### src/rtl/ppu_bus_pkg.sv
// ppu_bus_pkg: shared definitions for masters of the PPU register port.
// Contents: DMA state encoding, PPU register-select constants and the
// CPU address of the sprite DMA trigger register.
package ppu_bus_pkg;

    typedef enum logic [2:0] {
        ST_IDLE  = 3'd0,
        ST_HALT  = 3'd1,
        ST_ALIGN = 3'd2,
        ST_READ  = 3'd3,
        ST_WRITE = 3'd4
    } dma_state_e;

    localparam logic [2:0] RS_PPUCTRL   = 3'd0;
    localparam logic [2:0] RS_PPUMASK   = 3'd1;
    localparam logic [2:0] RS_PPUSTATUS = 3'd2;
    localparam logic [2:0] RS_OAMADDR   = 3'd3;
    localparam logic [2:0] RS_OAMDATA   = 3'd4;
    localparam logic [2:0] RS_PPUSCROLL = 3'd5;
    localparam logic [2:0] RS_PPUADDR   = 3'd6;
    localparam logic [2:0] RS_PPUDATA   = 3'd7;

    localparam logic [15:0] OAMDMA_ADDR = 16'h4014;

endpackage

### src/rtl/oam_dma_getput.sv
// oam_dma_getput: CPU get/put cycle parity tracker, shareable between DMA engines.
// Ports:
//   CLK        - one CPU cycle per rising edge
//   RES        - synchronous active-high reset (current cycle becomes a get)
//   next_get_o - 1 when the next cycle is a get cycle
module oam_dma_getput (
    input  logic CLK,
    input  logic RES,
    output logic next_get_o
);

    // gp_q = 0 marks a get cycle, 1 a put cycle; it alternates unconditionally.
    logic gp_q;

    always_ff @(posedge CLK) begin
        if (RES) gp_q <= 1'b0;
        else     gp_q <= ~gp_q;
    end

    // Parity alternates, so the next cycle is a get exactly when this one is a put.
    assign next_get_o = gp_q;

endmodule

### src/rtl/oam_dma_master.sv
// oam_dma_master: $4014 sprite DMA engine copying a 256-byte CPU page into PPU OAMDATA.
// Ports:
//   CLK, RES          - CPU cycle clock, synchronous active-high reset
//   W4014, PAGE_in    - trigger strobe and source page
//   CPU_RnW           - CPU read/write of the current cycle (halt only lands on a read)
//   RDY               - CPU ready (0 = halted)
//   DMA_OWN           - engine owns the CPU bus
//   ADDR, RnW, D_in, D_out - CPU bus master signals
//   RS, n_DBE         - PPU register select and active-low data bus enable
// Optional feature macro: SPRDMA_RESTART_EN (a trigger during a copy restarts it).
module oam_dma_master
    import ppu_bus_pkg::*;
#(
    parameter logic [2:0]  DST_RS   = RS_OAMDATA,
    parameter logic [15:0] DST_ADDR = 16'h2004
) (
    input  logic        CLK,
    input  logic        RES,
    input  logic        W4014,
    input  logic [7:0]  PAGE_in,
    input  logic        CPU_RnW,
    output logic        RDY,
    output logic        DMA_OWN,
    output logic [15:0] ADDR,
    output logic        RnW,
    input  logic [7:0]  D_in,
    output logic [7:0]  D_out,
    output logic [2:0]  RS,
    output logic        n_DBE
);

    dma_state_e state_q, state_d;
    logic [7:0] page_q, page_d;
    logic [7:0] cnt_q, cnt_d;
    logic [7:0] data_q, data_d;
    logic       next_get;
    logic       rd, wr;

    oam_dma_getput u_getput (
        .CLK        (CLK),
        .RES        (RES),
        .next_get_o (next_get)
    );

    always_comb begin
        state_d = state_q;
        page_d  = page_q;
        cnt_d   = cnt_q;
        data_d  = data_q;
        case (state_q)
            ST_IDLE: begin
                if (W4014) begin
                    page_d  = PAGE_in;
                    state_d = ST_HALT;
                end
            end
            // The CPU only stops on a read cycle; reads must land on get cycles,
            // so a halt that falls on a get burns one ALIGN cycle first.
            ST_HALT: begin
                if (CPU_RnW) state_d = next_get ? ST_READ : ST_ALIGN;
            end
            ST_ALIGN: state_d = ST_READ;
            ST_READ: begin
                data_d  = D_in;
                state_d = ST_WRITE;
            end
            ST_WRITE: begin
                cnt_d   = cnt_q + 8'd1;
                state_d = (cnt_q == 8'hFF) ? ST_IDLE : ST_READ;
            end
            default: state_d = ST_IDLE;
        endcase
`ifdef SPRDMA_RESTART_EN
        // A write already on the bus finishes this cycle; only the follow-up changes.
        if (W4014 && (state_q == ST_READ || state_q == ST_WRITE)) begin
            page_d  = PAGE_in;
            cnt_d   = 8'h00;
            state_d = ST_HALT;
        end
`endif
    end

    always_ff @(posedge CLK) begin
        if (RES) begin
            state_q <= ST_IDLE;
            page_q  <= 8'h00;
            cnt_q   <= 8'h00;
            data_q  <= 8'h00;
        end else begin
            state_q <= state_d;
            page_q  <= page_d;
            cnt_q   <= cnt_d;
            data_q  <= data_d;
        end
    end

    assign rd      = (state_q == ST_READ);
    assign wr      = (state_q == ST_WRITE);
    assign RDY     = (state_q == ST_IDLE);
    assign DMA_OWN = state_q inside {ST_ALIGN, ST_READ, ST_WRITE};
    assign ADDR    = wr ? DST_ADDR : rd ? {page_q, cnt_q} : 16'h0000;
    assign RnW     = ~wr;
    assign D_out   = wr ? data_q : 8'h00;
    assign RS      = wr ? DST_RS : 3'd0;
    assign n_DBE   = ~wr;

endmodule

### config.mk
export PLATFORM = sky130hd
export DESIGN_NAME = oam_dma_master
export DESIGN_NICKNAME = d
export VERILOG_FILES = /design/src/rtl/ppu_bus_pkg.sv /design/src/rtl/oam_dma_getput.sv /design/src/rtl/oam_dma_master.sv
export SDC_FILE = /design/constraint.sdc
export NUM_CORES = 1
export LEC_CHECK = 0
export CAP_MARGIN = 20
export CORE_UTILIZATION = 47
export DETAILED_ROUTE_END_ITERATION = 16
export PLACE_DENSITY = 0.93
export SLEW_MARGIN = 10
export SYNTH_ARGS = -nofsm -noshare
export SYNTH_HDL_FRONTEND = slang
export SYNTH_SLANG_ARGS = --single-unit
export TNS_END_PERCENT = 50
### constraint.sdc
create_clock -name CLK -period 2.13 [get_ports CLK]
set_input_delay 0.213 -clock CLK [delete_from_list [all_inputs] [get_ports CLK]]
set_output_delay 0.213 -clock CLK [all_outputs]
set_load 0.1 [all_outputs]
==> results.json, run 1 <==
{
  "cts_tree": "yes",
  "r2r_setup_slack_ps": 460,
  "r2r_cells": 5,
  "ys_top_cells_by_count": "34 x nand2_1, 28 x dfxtp_1, 15 x and3_1",
  "synth_area_mm2": 0.00138,
  "place_ws_ps": 436,
  "drt_iter0_markers": 46,
  "slowest_stage": "dfxtp_1",
  "yosysTopAreaCellShare_pct": 40.7,
  "timing.rr.start": "state_q[0]$_SDFFE_PP0P_",
  "vias_per_cell": 5.53,
  "fmax_mhz": 490,
  "io_buffers": 48,
  "clkTransAtPathRegs_ps": 150,
  "dr_total_vias": 1360,
  "min-delay-start": "D_in[1]",
  "synth-main-ff-cell": "dfxtp_1",
  "crit_chain": "nor3b_4, inv_1, nand2_1, buf_12",
  "synthArstFlopShare_pct": 0,
  "power.switching_mw": 0.404,
  "final_cells": 246,
  "switching_share_pct": 34.1,
  "hold_viol": 0,
  "ys_warn_count": 0,
  "hold_path_end": "data_q[1]$_SDFFE_PP0N_",
  "end_kind": "output pin",
  "yosys.cell_types.count": 32,
  "synthTopCellsByArea": "dfxtp_1 41%, nand2_1 9.3%, and3_1 6.8%, a21oi_2 5.1%, and2_1 4.5%",
  "synth.most_common_cell": "nand2_1",
  "path_class": "reg2out",
  "finalCoreUtilization_pct": 79.9,
  "period_share_pct": 95.8,
  "die_y_um": 56.1,
  "cts_sinks": 28,
  "slew_viol_final": 0,
  "grt_use_total_pct": 26.2,
  "r2r-end": "page_q[2]$_SDFFE_PP0P_",
  "grt_overflow_total": 0,
  "critPathRequiredTime_ps": 1920,
  "die_area_mm2": 0.00315,
  "grt_pass1_vias": 1453,
  "routed_wl_um": 3950,
  "drc": 0,
  "syn_avg_cell_area_um2": 8.06,
  "grt_max_degree": 23,
  "vdd_ir_drop_max_mv": 0.702,
  "p_per_area_mw_per_mm2": 538,
  "combPwrFrac_pct": 28.9,
  "power.leakage_nw": 0.914,
  "yosysTopAreaCell": "dfxtp_1",
  "fin_skew_ps": 2.33,
  "antenna_found_initial": 0,
  "fin_crit_ps": 2040,
  "syn_to_final_growth_pct": 59.9,
  "ys_seq_elements": 28,
  "wl_per_cell_um": 16.1,
  "core_area_mm2": 0.00276,
  "critPathArrivalTime_ps": 1830,
  "htree_levels": 1,
  "diodes": 0,
  "synth_edf_count": 0,
  "hpwl_um": 2840,
  "drive_above_1_share_pct": 27.4,
  "place_inst": 241,
  "maxSlewHeadroom_pct": 59.0,
  "tightest_slew_ps": 613,
  "fin_ws_ps": 89.5,
  "die_w_um": 56.1,
  "first_pass_iters": 4,
  "clockBufferDepth": 2,
  "outcome": "finished, final reports clean",
  "place_congestion": 0.786,
  "setup_viol_count_final": 0,
  "synthCells": 171,
  "pin_count": 51,
  "grt_pass1_wl_um": 6450,
  "clock_latency_ps": 340,
  "cts_buffers": 3,
  "ys_seq_area_share_pct": 40.7,
  "drtAntennaViolNets": 0,
  "seq_power_share_pct": 48.2,
  "critical_path.max_stage_delay_ps": 480,
  "min_path_cells": 3,
  "startpoint_type": "flop",
  "maxCapViolCount": 0,
  "totalPowerFinal_mw": 1.18,
  "start_util_pct": 50.0,
  "power_frac_clock_pct": 22.9,
  "rows": 19,
  "p_int_mw": 0.781,
  "holdCritPathClass": "in2reg",
  "critPathMaxFanout": 8,
  "nets": 237,
  "fillers": 155,
  "cts-root-buf": "clkbuf_4"
}
## state kept, by name, indices dropped and copies added, names as in the netlist
signal,count
u_getput.next_get_o,1
data_q,8
cnt_q,8
page_q,8
state_q,3
## per-stage QoR
stage | TNS (ps) | instance area, um^2 | hold slack [ps]
after floorplan | -2170 | 1390 | 340
after global placement | 0 | 2150 | 402
after detailed placement | 0 | 2150 | 421
after CTS | 0 | 2190 | 416
after global routing | -49.1 | 2200 | 405
final | 0 | 2200 | 409
## repair_timing
action,4_1_cts,5_1_grt
hold buffers,0,0
setup buffers,0,1
resized for setup,0,1
endpoints found under the setup margin,0,8
## critical path: cells and delay by family, from the launching register on
family / cells / cell delay (ps)
flip-flops: 1 / 480
AND/OR/NAND/NOR: 2 / 560
buffers and inverters: 2 / 440
## power by group through the flow
stage	clock, mW	sequential [mW]	combinational (mW)
floorplan	0	0.578	0.218
global placement	0	0.578	0.325
detailed placement	0	0.580	0.335
CTS	0.265	0.568	0.340
global route	0.286	0.575	0.360
finish	0.271	0.571	0.343
## how the worst max path moves through the flow
| stage | from | end | slack, ps | cells past startpoint |
|---|---|---|---|---|
| global placement | state_q[2]$_SDFFE_PP0P_ | ADDR[13] | 480 | 4 |
| floorplan | state_q[1]$_SDFFE_PP0P_ | page_q[0]$_SDFFE_PP0P_ | -220 | 4 |
| CTS | state_q[2]$_SDFFE_PP0P_ | ADDR[13] | 20 | 4 |
| detailed placement | state_q[2]$_SDFFE_PP0P_ | ADDR[13] | 440 | 4 |
| global route | state_q[2]$_SDFFE_PP0P_ | ADDR[13] | -30 | 4 |
| finish | state_q[2]$_SDFFE_PP0P_ | ADDR[13] | 90 | 4 |
## layout make-up
type	instances	area (um^2)	area share, %
clock buffer	4	36.3	1.65
tap	31	38.8	1.76
inverter	2	7.51	0.341
timing repair buffer	54	828	37.6
sequential	28	561	25.4
multi-input combinational	127	732	33.2
## placed cells by master, fill, tap and decap left out, types with 3 or more instances in the layout
cell type,count
a21oi_1,10
a21oi_2,8
and2_1,10
and3_1,15
buf_12,30
buf_4,5
clkbuf_4,3
clkdlybuf4s50_1,19
dfxtp_1,28
nand2_1,34
nand2_2,8
nand3_1,3
nand4_1,3
nor2_1,10
o21ai_0,3
xor2_1,6
## per-layer routing
| metal | part of all wire [%] | up-vias | wire, um | global-route usage, % |
|---|---|---|---|---|
| met3 | 4.8 | 8 | 189 | 7.21 |
| met5 | 0 | - | 0 | 0 |
| met2 | 54 | 55 | 2140 | 49.1 |
| met1 | 40 | 655 | 1570 | 28.2 |
| li1 | - | 642 | - | - |
| met4 | 1.4 | 0 | 55 | 8.01 |
## cell families (layout without fill, tap and decap cells)
logic type | count (synthesis) | count (layout) | synth area share [%]
AND/OR/NAND/NOR | 92 | 92 | 34.2
flip-flops | 28 | 28 | 40.7
AO/OA/AOI/OAI | 25 | 25 | 12.2
buffers and inverters | 17 | 60 | 7.27
XOR/XNOR | 7 | 7 | 4.45
adder cells (fa/ha/maj) | 1 | 1 | 0.908
other | 1 | 2 | 0.272
Note: power is estimated with default switching activity, not from simulation.
==> inputs of run 2 (changes only) <==
- CTS_CLUSTER_SIZE: not set -> 12
==> results of run 2 <==
Same layout as run 1: the final DEF is identical, and so are final timing and power.
==> inputs of run 3 (changes only) <==
- CAP_MARGIN: 20 -> not set
- CORE_UTILIZATION: 47 -> 49
- CTS_BUF_LIST: not set -> sky130_fd_sc_hd__clkbuf_4
- PLACE_DENSITY: 0.93 -> 0.95
==> results.json, run 3 (same netlist as run 1, synthesis figures left out) <==
{
  "p_per_area_mw_per_mm2": 531,
  "top_layer": "met4",
  "critPathMaxFanout": 11,
  "clock_latency_ps": 350,
  "start_util_pct": 53.7,
  "core_area_mm2": 0.00257,
  "setup_tns_ps": 0,
  "fmax_mhz": 495,
  "switching_share_pct": 35.7,
  "combPwrFrac_pct": 29.5,
  "fin_crit_ps": 2020,
  "grt_setup_unrepaired": "false",
  "wl_met3_um": 324,
  "min-delay-start": "PAGE_in[0]",
  "power.leakage_nw": 0.901,
  "maxCapViolCount": 0,
  "startpoint_type": "flop",
  "die_area_mm2": 0.00303,
  "htree_levels": 1,
  "critPathRequiredTime_ps": 1920,
  "layout_common_cells": "34 x nand2_1, 29 x buf_12, 26 x dfxtp_1",
  "hpwl_um": 2940,
  "cts-root-buf": "clkbuf_4",
  "routed_wl_um": 4090,
  "grt_max_degree": 22,
  "nets": 236,
  "wl_per_cell_um": 16.8,
  "holdCritPathClass": "in2reg",
  "place_congestion": 0.824,
  "place_ws_ps": 339,
  "io_buffers": 48,
  "drtAntennaViolNets": 0,
  "grt_overflow_total": 0,
  "fillers": 130,
  "vias_per_cell": 5.73,
  "syn_to_final_growth_pct": 58.4,
  "critPathArrivalTime_ps": 1810,
  "die_y_um": 55.0,
  "p_int_mw": 0.745,
  "cts_buffers": 3,
  "setup_viol_count_final": 0,
  "final-seq-area_um2": 563,
  "power_frac_clock_pct": 20.5,
  "grt_pass1_vias": 1372,
  "outcome": "finished, final reports clean",
  "r2r_setup_slack_ps": 380,
  "totalPowerFinal_mw": 1.16,
  "drt_iter0_markers": 51,
  "pin_count": 51,
  "end_kind": "output pin",
  "slew_viol_final": 0,
  "drc": 0,
  "vdd_ir_drop_max_mv": 0.639,
  "critical_path.max_stage_delay_ps": 470,
  "period_share_pct": 94.9,
  "die_w_um": 55.0,
  "rows": 18,
  "startpoint": "state_q[2]$_SDFFE_PP0P_",
  "reg_top3": "cnt_q (8), data_q (8), page_q (8)",
  "clkTransAtPathRegs_ps": 160,
  "wl_met2_um": 2190,
  "slowest_stage": "dfxtp_2",
  "drive_above_1_share_pct": 28.0,
  "crit_chain": "nor3b_4, buf_4, inv_1, nand2_1, buf_12",
  "fin_skew_ps": 7.48,
  "power.switching_mw": 0.413,
  "cts_sinks": 28,
  "mostFrequentLayoutCell": "nand2_1",
  "wl_met1_um": 1480,
  "cts_tree": "yes",
  "first_pass_iters": 4,
  "grt_pass1_wl_um": 6170,
  "clockBufferDepth": 2,
  "dr_total_vias": 1399,
  "diodes": 0,
  "timing.rr.start": "state_q[0]$_SDFFE_PP0P_",
  "multiInputGateArea_um2": 739,
  "hold_viol": 0,
  "path_class": "reg2out",
  "seq_power_share_pct": 49.9,
  "antenna_found_initial": 0,
  "grt_use_total_pct": 29.3,
  "fin_ws_ps": 110
}
run 3: layout make-up:
class | instances | area share (%)
timing repair buffer | 53 | 37.0
multi-input combinational | 127 | 33.9
sequential | 28 | 25.8
tap | 30 | 1.72
clock buffer | 3 | 1.03
inverter | 2 | 0.344
clock inverter | 1 | 0.172
run 3: layer usage:
layer | vias up | global-route usage, %
met3 | 16 | 9.29
met4 | 0 | 13.3
met5 | - | 0
li1 | 638 | -
met1 | 664 | 32.4
met2 | 81 | 50.8
run 3: timing repair:
action | CTS | global route
buffers inserted | 0 | 0
endpoints found under the hold margin | 0 | 0
pin swaps | 0 | 0
hold buffers | 0 | 0
gates resized for setup | 1 | 4
setup endpoints to repair | 12 | 12
run 3: power by group through the flow:
stage               logic [mW]  registers [mW]  clock network [mW]
floorplan                0.218           0.578                   0
global placement         0.313           0.580                   0
detailed placement       0.329           0.583                   0
CTS                      0.333           0.573               0.240
global route             0.358           0.581               0.256
finish                   0.342           0.578               0.238
run 3: worst paths after layout:
check	endpoint	cells past startpoint
max	ADDR[13]	5
min	page_q[0]$_SDFFE_PP0P_	3
min reg2reg	page_q[0]$_SDFFE_PP0P_	2
max reg2reg	page_q[7]$_SDFFE_PP0P_	5
run 3: worst max-delay path: cells and delay by family (launching register included):
kind	cells	cell delay, ps
simple gates	2	410
flops	1	470
buf+inv	3	570
run 3: metrics by stage:
stage	cells	cell area, um^2	hold slack, ps	utilization (%)
global placement	240	2140	405	83.3
detailed placement	240	2140	436	83.3
global route	244	2180	408	85.0
finish	244	2180	390	85.0
floorplan	172	1390	340	-
CTS	244	2170	391	84.5
